===== config.mk =====
export PLATFORM = sky130hd
export DESIGN_NAME = mm_seq_ctrl
export DESIGN_NICKNAME = d
export VERILOG_FILES = /design/src/rtl/mm_seq_ctrl.sv
export SDC_FILE = /design/constraint.sdc
export NUM_CORES = 1
export LEC_CHECK = 0
export CORE_MARGIN = 3
export CORE_UTILIZATION = 30
export CTS_BUF_LIST = sky130_fd_sc_hd__clkbuf_8
export DETAILED_ROUTE_END_ITERATION = 8
export SYNTH_ARGS = -nofsm -noshare
export SYNTH_HDL_FRONTEND = slang
export SYNTH_SLANG_ARGS = --single-unit

===== constraint.sdc =====
create_clock -name clk -period 8.1 [get_ports clk]
set_input_delay 1.62 -clock clk [delete_from_list [all_inputs] [get_ports clk]]
set_output_delay 1.62 -clock clk [all_outputs]
set_load 0.01 [all_outputs]

===== src/rtl/mm_seq_ctrl.sv =====
// Sequencer for C = A*B: loads the operand file, walks every dot product through
// the MAC, writes results back after the MAC latency, then streams C out.
module mm_seq_ctrl #(
   parameter int ROWS    = 3,
   parameter int INNER   = 4,
   parameter int COLS    = 3,
   parameter int MAC_LAT = 2,
   parameter int IDX_W   = 5
) (
   input  logic             clk,
   input  logic             reset,
   input  logic             cf_load,
   input  logic             load_valid,
   output logic             load_ready,
   output logic             reg_ld,
   output logic [IDX_W-1:0] load_sel,
   output logic [IDX_W-1:0] a_sel,
   output logic [IDX_W-1:0] b_sel,
   output logic             mac_en,
   output logic             mac_clr,
   output logic             res_wr,
   output logic [IDX_W-1:0] res_sel,
   output logic             dout_valid,
   input  logic             dout_ready,
   output logic [IDX_W-1:0] dout_sel,
   output logic             busy,
   output logic             done
);

   localparam int DW = (MAC_LAT > 1) ? $clog2(MAC_LAT) : 1;

   localparam logic [IDX_W-1:0] ONE       = IDX_W'(1);
   localparam logic [IDX_W-1:0] LOAD_LAST = IDX_W'(ROWS * INNER + INNER * COLS - 1);
   localparam logic [IDX_W-1:0] B_BASE    = IDX_W'(ROWS * INNER);
   localparam logic [IDX_W-1:0] K_LAST    = IDX_W'(INNER - 1);
   localparam logic [IDX_W-1:0] J_LAST    = IDX_W'(COLS - 1);
   localparam logic [IDX_W-1:0] I_LAST    = IDX_W'(ROWS - 1);
   localparam logic [IDX_W-1:0] OUT_LAST  = IDX_W'(ROWS * COLS - 1);
   localparam logic [IDX_W-1:0] INNER_W   = IDX_W'(INNER);
   localparam logic [IDX_W-1:0] COLS_W    = IDX_W'(COLS);
   localparam logic [DW-1:0]    D_LAST    = DW'(MAC_LAT - 1);
   localparam logic [DW-1:0]    D_ONE     = DW'(1);

   typedef enum logic [2:0] {
      S_IDLE,
      S_LOAD,
      S_COMPUTE,
      S_DRAIN,
      S_OUTPUT,
      S_DONE
   } state_t;

   state_t           state_q, state_d;
   logic [IDX_W-1:0] load_sel_q, load_sel_d;
   logic [IDX_W-1:0] i_q, i_d, j_q, j_d, k_q, k_d;
   logic [IDX_W-1:0] a_sel_q, a_sel_d, b_sel_q, b_sel_d;
   logic [IDX_W-1:0] dout_sel_q, dout_sel_d;
   logic [DW-1:0]    drain_q, drain_d;

   logic             push;
   logic [IDX_W-1:0] push_idx;
   logic             dl_vld_q [MAC_LAT];
   logic [IDX_W-1:0] dl_idx_q [MAC_LAT];

   always_ff @(posedge clk) begin
      if (reset) begin
         state_q    <= S_IDLE;
         load_sel_q <= '0;
         i_q        <= '0;
         j_q        <= '0;
         k_q        <= '0;
         a_sel_q    <= '0;
         b_sel_q    <= '0;
         dout_sel_q <= '0;
         drain_q    <= '0;
      end else begin
         state_q    <= state_d;
         load_sel_q <= load_sel_d;
         i_q        <= i_d;
         j_q        <= j_d;
         k_q        <= k_d;
         a_sel_q    <= a_sel_d;
         b_sel_q    <= b_sel_d;
         dout_sel_q <= dout_sel_d;
         drain_q    <= drain_d;
      end
   end

   always_comb begin
      state_d    = state_q;
      load_sel_d = load_sel_q;
      i_d        = i_q;
      j_d        = j_q;
      k_d        = k_q;
      a_sel_d    = a_sel_q;
      b_sel_d    = b_sel_q;
      dout_sel_d = dout_sel_q;
      drain_d    = drain_q;
      case (state_q)
         S_IDLE: begin
            if (cf_load) begin
               state_d    = S_LOAD;
               load_sel_d = '0;
            end
         end
         S_LOAD: begin
            if (load_valid) begin
               if (load_sel_q == LOAD_LAST) begin
                  state_d = S_COMPUTE;
                  i_d     = '0;
                  j_d     = '0;
                  k_d     = '0;
                  a_sel_d = '0;
                  b_sel_d = B_BASE;
               end else begin
                  load_sel_d = load_sel_q + ONE;
               end
            end
         end
         S_COMPUTE: begin
            if (k_q == K_LAST && j_q == J_LAST && i_q == I_LAST) begin
               state_d = S_DRAIN;
               drain_d = '0;
            end else begin
               if (k_q == K_LAST) begin
                  k_d = '0;
                  if (j_q == J_LAST) begin
                     j_d = '0;
                     i_d = i_q + ONE;
                  end else begin
                     j_d = j_q + ONE;
                  end
               end else begin
                  k_d = k_q + ONE;
               end
               // Selects are registered from the next indices so they align with mac_en.
               a_sel_d = i_d * INNER_W + k_d;
               b_sel_d = B_BASE + k_d * COLS_W + j_d;
            end
         end
         S_DRAIN: begin
            if (drain_q == D_LAST) begin
               state_d    = S_OUTPUT;
               dout_sel_d = '0;
            end else begin
               drain_d = drain_q + D_ONE;
            end
         end
         S_OUTPUT: begin
            if (dout_ready) begin
               if (dout_sel_q == OUT_LAST) begin
                  state_d = S_DONE;
               end else begin
                  dout_sel_d = dout_sel_q + ONE;
               end
            end
         end
         S_DONE: begin
            state_d = S_IDLE;
         end
         default: begin
            state_d = S_IDLE;
         end
      endcase
   end

   assign push     = (state_q == S_COMPUTE) && (k_q == K_LAST);
   assign push_idx = i_q * COLS_W + j_q;

   // Stage 0 keeps the last pushed index so res_sel holds between writes.
   generate
      for (genvar gi = 0; gi < MAC_LAT; gi++) begin : g_dline
         if (gi == 0) begin : g_head
            always_ff @(posedge clk) begin
               if (reset) begin
                  dl_vld_q[0] <= 1'b0;
                  dl_idx_q[0] <= '0;
               end else begin
                  dl_vld_q[0] <= push;
                  if (push) begin
                     dl_idx_q[0] <= push_idx;
                  end
               end
            end
         end else begin : g_tail
            always_ff @(posedge clk) begin
               if (reset) begin
                  dl_vld_q[gi] <= 1'b0;
                  dl_idx_q[gi] <= '0;
               end else begin
                  dl_vld_q[gi] <= dl_vld_q[gi-1];
                  dl_idx_q[gi] <= dl_idx_q[gi-1];
               end
            end
         end
      end
   endgenerate

   assign load_ready = (state_q == S_LOAD);
   assign reg_ld     = load_valid & load_ready;
   assign load_sel   = load_sel_q;
   assign a_sel      = a_sel_q;
   assign b_sel      = b_sel_q;
   assign mac_en     = (state_q == S_COMPUTE);
   assign mac_clr    = (state_q == S_COMPUTE) && (k_q == '0);
   assign res_wr     = dl_vld_q[MAC_LAT-1];
   assign res_sel    = dl_idx_q[MAC_LAT-1];
   assign dout_valid = (state_q == S_OUTPUT);
   assign dout_sel   = dout_sel_q;
   assign busy       = (state_q != S_IDLE);
   assign done       = (state_q == S_DONE);

endmodule

==> run summary <==
Post-Syn Nets -> 361
Final Setup Violations -> 0
Row cnt -> 35
Min cycle time layout -> 4460 ps
Filler cell count in the final layout -> 955
Combinational share of power -> 9.8%
Post-CTS Setup Repair Bufs -> 0
Worst-margin pin slew -> 688 ps
CTS Hold Bufs -> 0
RSZ-0062 raised after global routing -> no
ANT cells -> 0
Post-synth EDFFs -> 5
WL final -> 6.33 mm
Die area -> 11100 µm²
Largest net degree at the start of global routing -> 40
WHS Endpoint -> dl_idx_q[1][1]$_SDFF_PP0_
Worst skew pair latency -> 310 ps
Cell variety after synth -> 56
Final setup TNS -> 0 ps
Max Cap Viol -> 0
Arrival time worst endpoint -> 2840 ps
Max frequency -> 224 MHz
Endpoints failing hold -> 0
CP max FO -> 5
Synth Area per Inst -> 9.08 µm²
Setup Skew -> 9.81 ps
Worst setup EP type -> output pin
Vias -> 2360
CTS tree -> done
CTS buffer count -> 5
Vias in the first global route -> 2172
Largest cells by area after synthesis -> dfxtp_1 30%, ha_1 9.3%, fa_1 5.4%
Antenna-violating nets left -> 0
Status -> finished clean
Final HPWL DP -> 4.66 mm
DR vias/cell -> 4.86
Gr ovfl total -> 0
I/O pins -> 38
CTS resizes -> 0
Req. time, crit path -> 6480 ps
Startpoint Class -> input pin
Hold Path Class -> flip-flop to flip-flop
Async set or reset register ratio after synthesis -> 0%
Sequential share of power -> 56.1%
Post-synthesis sequential area ratio -> 34.8%
Syn-to-layout area delta -> 18.6%
Initial DRC count -> 146
P_leak -> 1.31 nW
Pwr dens -> 129 nW/µm²
Max Root-Sink Buffers -> 2
First-pass iteration count of the detailed router -> 4
GRT Overall Usage -> 11.6%
Initial antenna violation count -> 0
Most common flop cell mapped by yosys -> dfxtp_1
Commonest cells in the netlist -> 44 x dfxtp_1, 39 x nor2_1, 22 x ha_1
Share of layout cells above drive strength 1 -> 5.04%
Top-count cell post-synth -> dfxtp_1
Cell Area, Synth -> 2960 µm²
Slew Viols, Final -> 0
Hold Crit Depth -> 1
Setup CP Type -> input pin to output pin
Nets -> 391
Die height -> 105 µm
Slew HR -> 54.0%
Psw -> 0.120 mW
Sequential Area -> 1030 µm²
Sw frac -> 26.6%
Die width -> 105 µm
Worst r2r path cells -> 13
Fin crit share -> 55.0%
Clk root buf -> clkbuf_8
Yosys reg bits -> 49
Hold Worst Slack -> 459 ps
Initial Utilization -> 31.4%
Synth warn -> 0
Drt drc -> 0
VDD IR max -> 0.0973 mV
Multi-input logic area -> 1760 µm²
Cells after synthesis -> 326
Top cell type by total area after synthesis -> dfxtp_1
Worst-path clk slew -> 100 ps
# H-tree levels -> 2
RR Endpoint -> b_sel[4]$_SDFFE_PP0P_
Clock Sinks -> 49
Post-synth top area share -> 29.8%
Core box area -> 9420 µm²
Internal -> 0.331 mW
First-pass GRT wire length -> 10.7 mm
Min-delay src -> dl_idx_q[0][1]$_SDFFCE_PN0P_
PortBufs -> 37
Avg WL per Cell -> 13.0 µm
R2r setup slk -> 4020 ps
Clock power frac -> 34.1%
Reg-to-Reg Start -> k_q[0]$_SDFFE_PP0P_
Gpl congestion -> 0.804
==> routing by layer <==
layer	up-vias	part of all wire, %	global-route usage (%)	wire (µm)
li1	1193	-	-	-
met1	1100	49	16.2	3080
met2	65	45	18.1	2830
met3	2	6.0	2.45	377
met4	0	0.70	3.28	44
met5	-	0	0	0
==> worst max-delay path by stage <==
| stage | from | cells after the start | to | slack, ps |
|---|---|---|---|---|
| 2_1_floorplan | k_q[1]$_SDFFE_PP0P_ | 14 | b_sel[4]$_SDFFE_PP0P_ | 4530 |
| 3_3_place_gp | load_valid | 3 | reg_ld | 3660 |
| 3_5_place_dp | load_valid | 3 | reg_ld | 3650 |
| 4_1_cts | load_valid | 3 | reg_ld | 3640 |
| 5_1_grt | load_valid | 3 | reg_ld | 3570 |
| 6_report | load_valid | 3 | reg_ld | 3640 |
==> worst max-delay path, stage by stage <==
cell             delay, ps
clkdlybuf4s50_1        520
and2_1                 160
clkdlybuf4s50_1        530
==> flip-flops by register name (all words and copies together) (netlist names) <==
name and flops:
b_sel 5, dl_vld_q 2, load_sel 5, state_q 3, a_sel 3, i_q 5, dout_sel 5, j_q 5
k_q 5, dl_idx_q 10, drain_q 1
==> cell type report <==
class	count	area share (%)
Multi-Input combinational cell	240	50.1
Sequential cell	49	29.4
Timing Repair Buffer	38	10.8
Tap cell	129	4.60
Inverter	22	2.50
Clock buffer	5	1.96
Clock inverter	3	0.749
==> power groups by stage <==
| stage | registers, mW | clock network [mW] | logic, mW |
|---|---|---|---|
| 2_1_floorplan | 0.258 | 0 | 0.0273 |
| 4_1_cts | 0.253 | 0.160 | 0.0450 |
| 3_3_place_gp | 0.258 | 0 | 0.0448 |
| 6_report | 0.253 | 0.154 | 0.0444 |
| 3_5_place_dp | 0.259 | 0 | 0.0448 |
| 5_1_grt | 0.254 | 0.170 | 0.0503 |
==> placed cells by master (no fill, tap or decap), types with 5 or more instances in the layout <==
cell             Yosys  final
a21oi_1             17     17
a22oi_1              8      8
and3_1               6      6
clkbuf_8             0      5
clkdlybuf4s50_1      0     37
dfxtp_1             44     44
edfxtp_1             5      5
fa_1                 8      8
ha_1                22     22
inv_1               21     21
nand2_1             18     18
nand3_1             10     10
nor2_1              39     39
nor2b_1              6      6
nor3_1               6      6
o21ai_0             11     11
or3_1                6      6
xnor2_1             14     14
xor2_1              12     12
==> per-stage QoR <==
step           worst slack [ps]  instances  utilization (%)  total power [mW]  instance area (µm²)
2_1_floorplan              4530        326                -             0.285                 2960
3_3_place_gp               3660        478             36.3             0.303                 3410
3_5_place_dp               3650        478             36.3             0.304                 3410
4_1_cts                    3640        486             37.3             0.458                 3510
5_1_grt                    3570        486             37.3             0.474                 3510
6_report                   3640        486             37.3             0.451                 3510
==> cell families (layout without fill, tap and decap cells) <==
group	count (synthesis)	count (layout)	synth area share, %
xor gates and xnor gates	26	26	7.69
DFF	49	49	34.8
and+or+nand+nor	126	126	23.7
AOI/OAI and AO/OA	56	56	12.6
adders and majority gates	30	30	14.7
muxes	2	2	0.676
buffers and inverters	37	68	5.83
Note: power is estimated with default switching activity, not from simulation.
==> variant (same flow settings) <==
Set the parameter `MAC_LAT` to 1 (it was 2).
--- a/src/rtl/mm_seq_ctrl.sv
+++ b/src/rtl/mm_seq_ctrl.sv
@@ -5,5 +5,5 @@
    parameter int INNER   = 4,
    parameter int COLS    = 3,
-   parameter int MAC_LAT = 2,
+   parameter int MAC_LAT = 1,
    parameter int IDX_W   = 5
 ) (
Behaviour: no difference found for any inputs over 10 cycles, from zero or initial values and one cycle with reset high; that may be too few to reach the edited logic, so the function may still have changed.
==> variant against the original RTL <==
Area after synthesis fell by 7.9%. Routed wire length fell by 8.4%. Worst setup slack improved by 0.038 ns. Sequential cell count fell by 7. Die area fell by 7.5%. Global-route usage rose by 0.16 points. Largest power group unchanged. Clock power fell by 8%. Final area fell by 7.0%. Total power fell by 15%. Largest cell class unchanged. Highest routed layer unchanged. Count of clock-buffer cells in the layout rose by 1.
==> variant: results (changes against the original RTL) <==
Status
  • Run status: completed

Place
  • Place WS: 3.68 ns (+0.0372 ns)
  • I/O Buffers: 37 (unchanged)
  • Post-DP HPWL: 4160 um (-11%)
  • Placer Congestion: 0.822 (+2.2%)

Synthesis
  • Adder-cell area share of the yosys netlist: 16.9% (+2.2 points)
  • Synth Area in Compound Gates: 13.1% (+0.53 points)
  • Post-synthesis xor/xnor area fraction: 8.36% (+0.66 points)
  • Mux share of post-synthesis cell area: 0% (-0.68 points)
  • Most area-consuming cells after synthesis: dfxtp_1 27%, ha_1 11%, fa_1 5.9%
  • Yosys Warn Count: 0 (unchanged)
  • Sequential area share after synthesis: 32.7% (-2.1 points)
  • Most frequent cells after synthesis: 37 x dfxtp_1, 31 x nor2_1, 24 x ha_1, 24 x inv_1, 18 x a21oi_1
  • Netlist cell types: 50 (-11%)
  • Number of flops mapped to enable cells by yosys: 5 (unchanged)
  • Share of flip-flops with an asynchronous set or reset after synthesis: 0% (unchanged)
  • Syn nets: 337 (-6.6%)

Clock tree
  • H-tree depth: 2 (unchanged)
  • Max Root-Sink Buffers: 2 (unchanged)
  • Reg clk slew, reported paths: 0.09 ns
  • Clock insertion delay at the later pin of the skew report: 0.30 ns
  • CTS buffer count: 5 (unchanged)
  • Total setup buffers inserted after CTS: 0 (unchanged)
  • Post-CTS sizing: 0 (unchanged)
  • CTS root buffer: clkbuf_8

Cells and area
  • Fin nets: 369 (-5.6%)
  • Fillers: 916 (-4.1%)
  • Share of layout cells above drive strength 1: 5.71% (+0.66 points)
  • Ant diodes: 0 (unchanged)

Timing
  • Skew final: 0.00804 ns (-0.00177 ns)
  • Worst-Margin Slew: 0.881 ns (+0.193 ns)

Global route
  • First-pass GRT wire length: 9880 um (-7.6%)
  • All-Layer GR Usage: 11.8% (+0.16 points)
  • Initial antenna violation count: 0 (unchanged)
  • Largest net degree at the start of global routing: 34 (-15%)

Setup path
  • CP max FO: 4 (-1)
  • WP data arrival: 2.80 ns (-0.04 ns)

Min path
  • Hold Crit Class: flip-flop to flip-flop

Routing
  • DRT Pass-1 Iters: 4 (unchanged)
  • Vias: 2,149 (-8.9%)
  • Drt total wl: 5800 um (-8.4%)
  • DRT iter0 DRCs: 77 (-47%)

Power and ir drop
  • Internal: 294 uW (-11%)
  • Clk pwr share: 36.6% (+2.5 points)
  • Peak VDD IR: 0.0689 mV (-29%)
  • Sequential Power: 216 uW (-15%)
  • Leakage power: 0.00123 uW (-6.2%)
## variant: cell count changes in the layout (fill, tap and decap cells not counted), moves of 3 or more
cell      change
and3_1        -4
nor3_1        -3
nand2_1       -3
a22oi_1       +3
nor2b_1       -4
and2_1        +3
nor2_1        -8
nand3b_1      +3
dfxtp_1       -7
or3_1         -3
inv_1         +4
## variant: stage by stage
step	cell area (um^2)	hold slack [ns]	power, uW	cells
4_1_cts	3260	0.471	393	441
3_5_place_dp	3170	0.457	249	433
5_1_grt	3260	0.494	405	441
2_1_floorplan	2730	0.489	236	300
3_3_place_gp	3170	0.453	249	433
6_report	3260	0.466	385	441
## variant: path summary, 6_finish.rpt
kind | cells after the start | to | slack (ns) | from
max reg2reg | 14 | b_sel[4] | 4.01 | k_q[0]
min reg2reg | 2 | b_sel[2] | 0.47 | b_sel[2]
max | 3 | reg_ld | 3.68 | load_valid
min | 2 | b_sel[2] | 0.47 | b_sel[2]
## variant: kinds of logic (layout without fill, tap and decap cells)
logic type	count (synthesis)	after routing
simple gates	108	108
fa+ha+maj	32	32
xor+xnor	26	26
flops	42	42
compound gates	54	54
buf+inv	38	71
## variant: worst max-delay path, cell delays in order
cell             delay (ns)
clkdlybuf4s50_1        0.50
and2_1                 0.14
clkdlybuf4s50_1        0.54
## variant: per-layer routing
layer  share of wire (%)  global-route usage, %  wire [um]  vias to the layer above
li1                    -                      -          -                     1095
met1                  51                   16.4       2930                      998
met2                  44                   18.2       2550                       49
met3                 4.1                   2.82        240                        7
met4                 1.3                   3.27         73                        0
met5                   0                      0          0                        -
## variant: final cells by class
class	count	area, um^2	area share (%)
clock buffers	6	82.6	2.53
clock inverters	2	8.76	0.268
inverters	24	90.1	2.76
multi-input cells	220	1670	51.2
flip-flops and latches	42	891	27.3
well taps	108	135	4.14
repair buffers	39	385	11.8
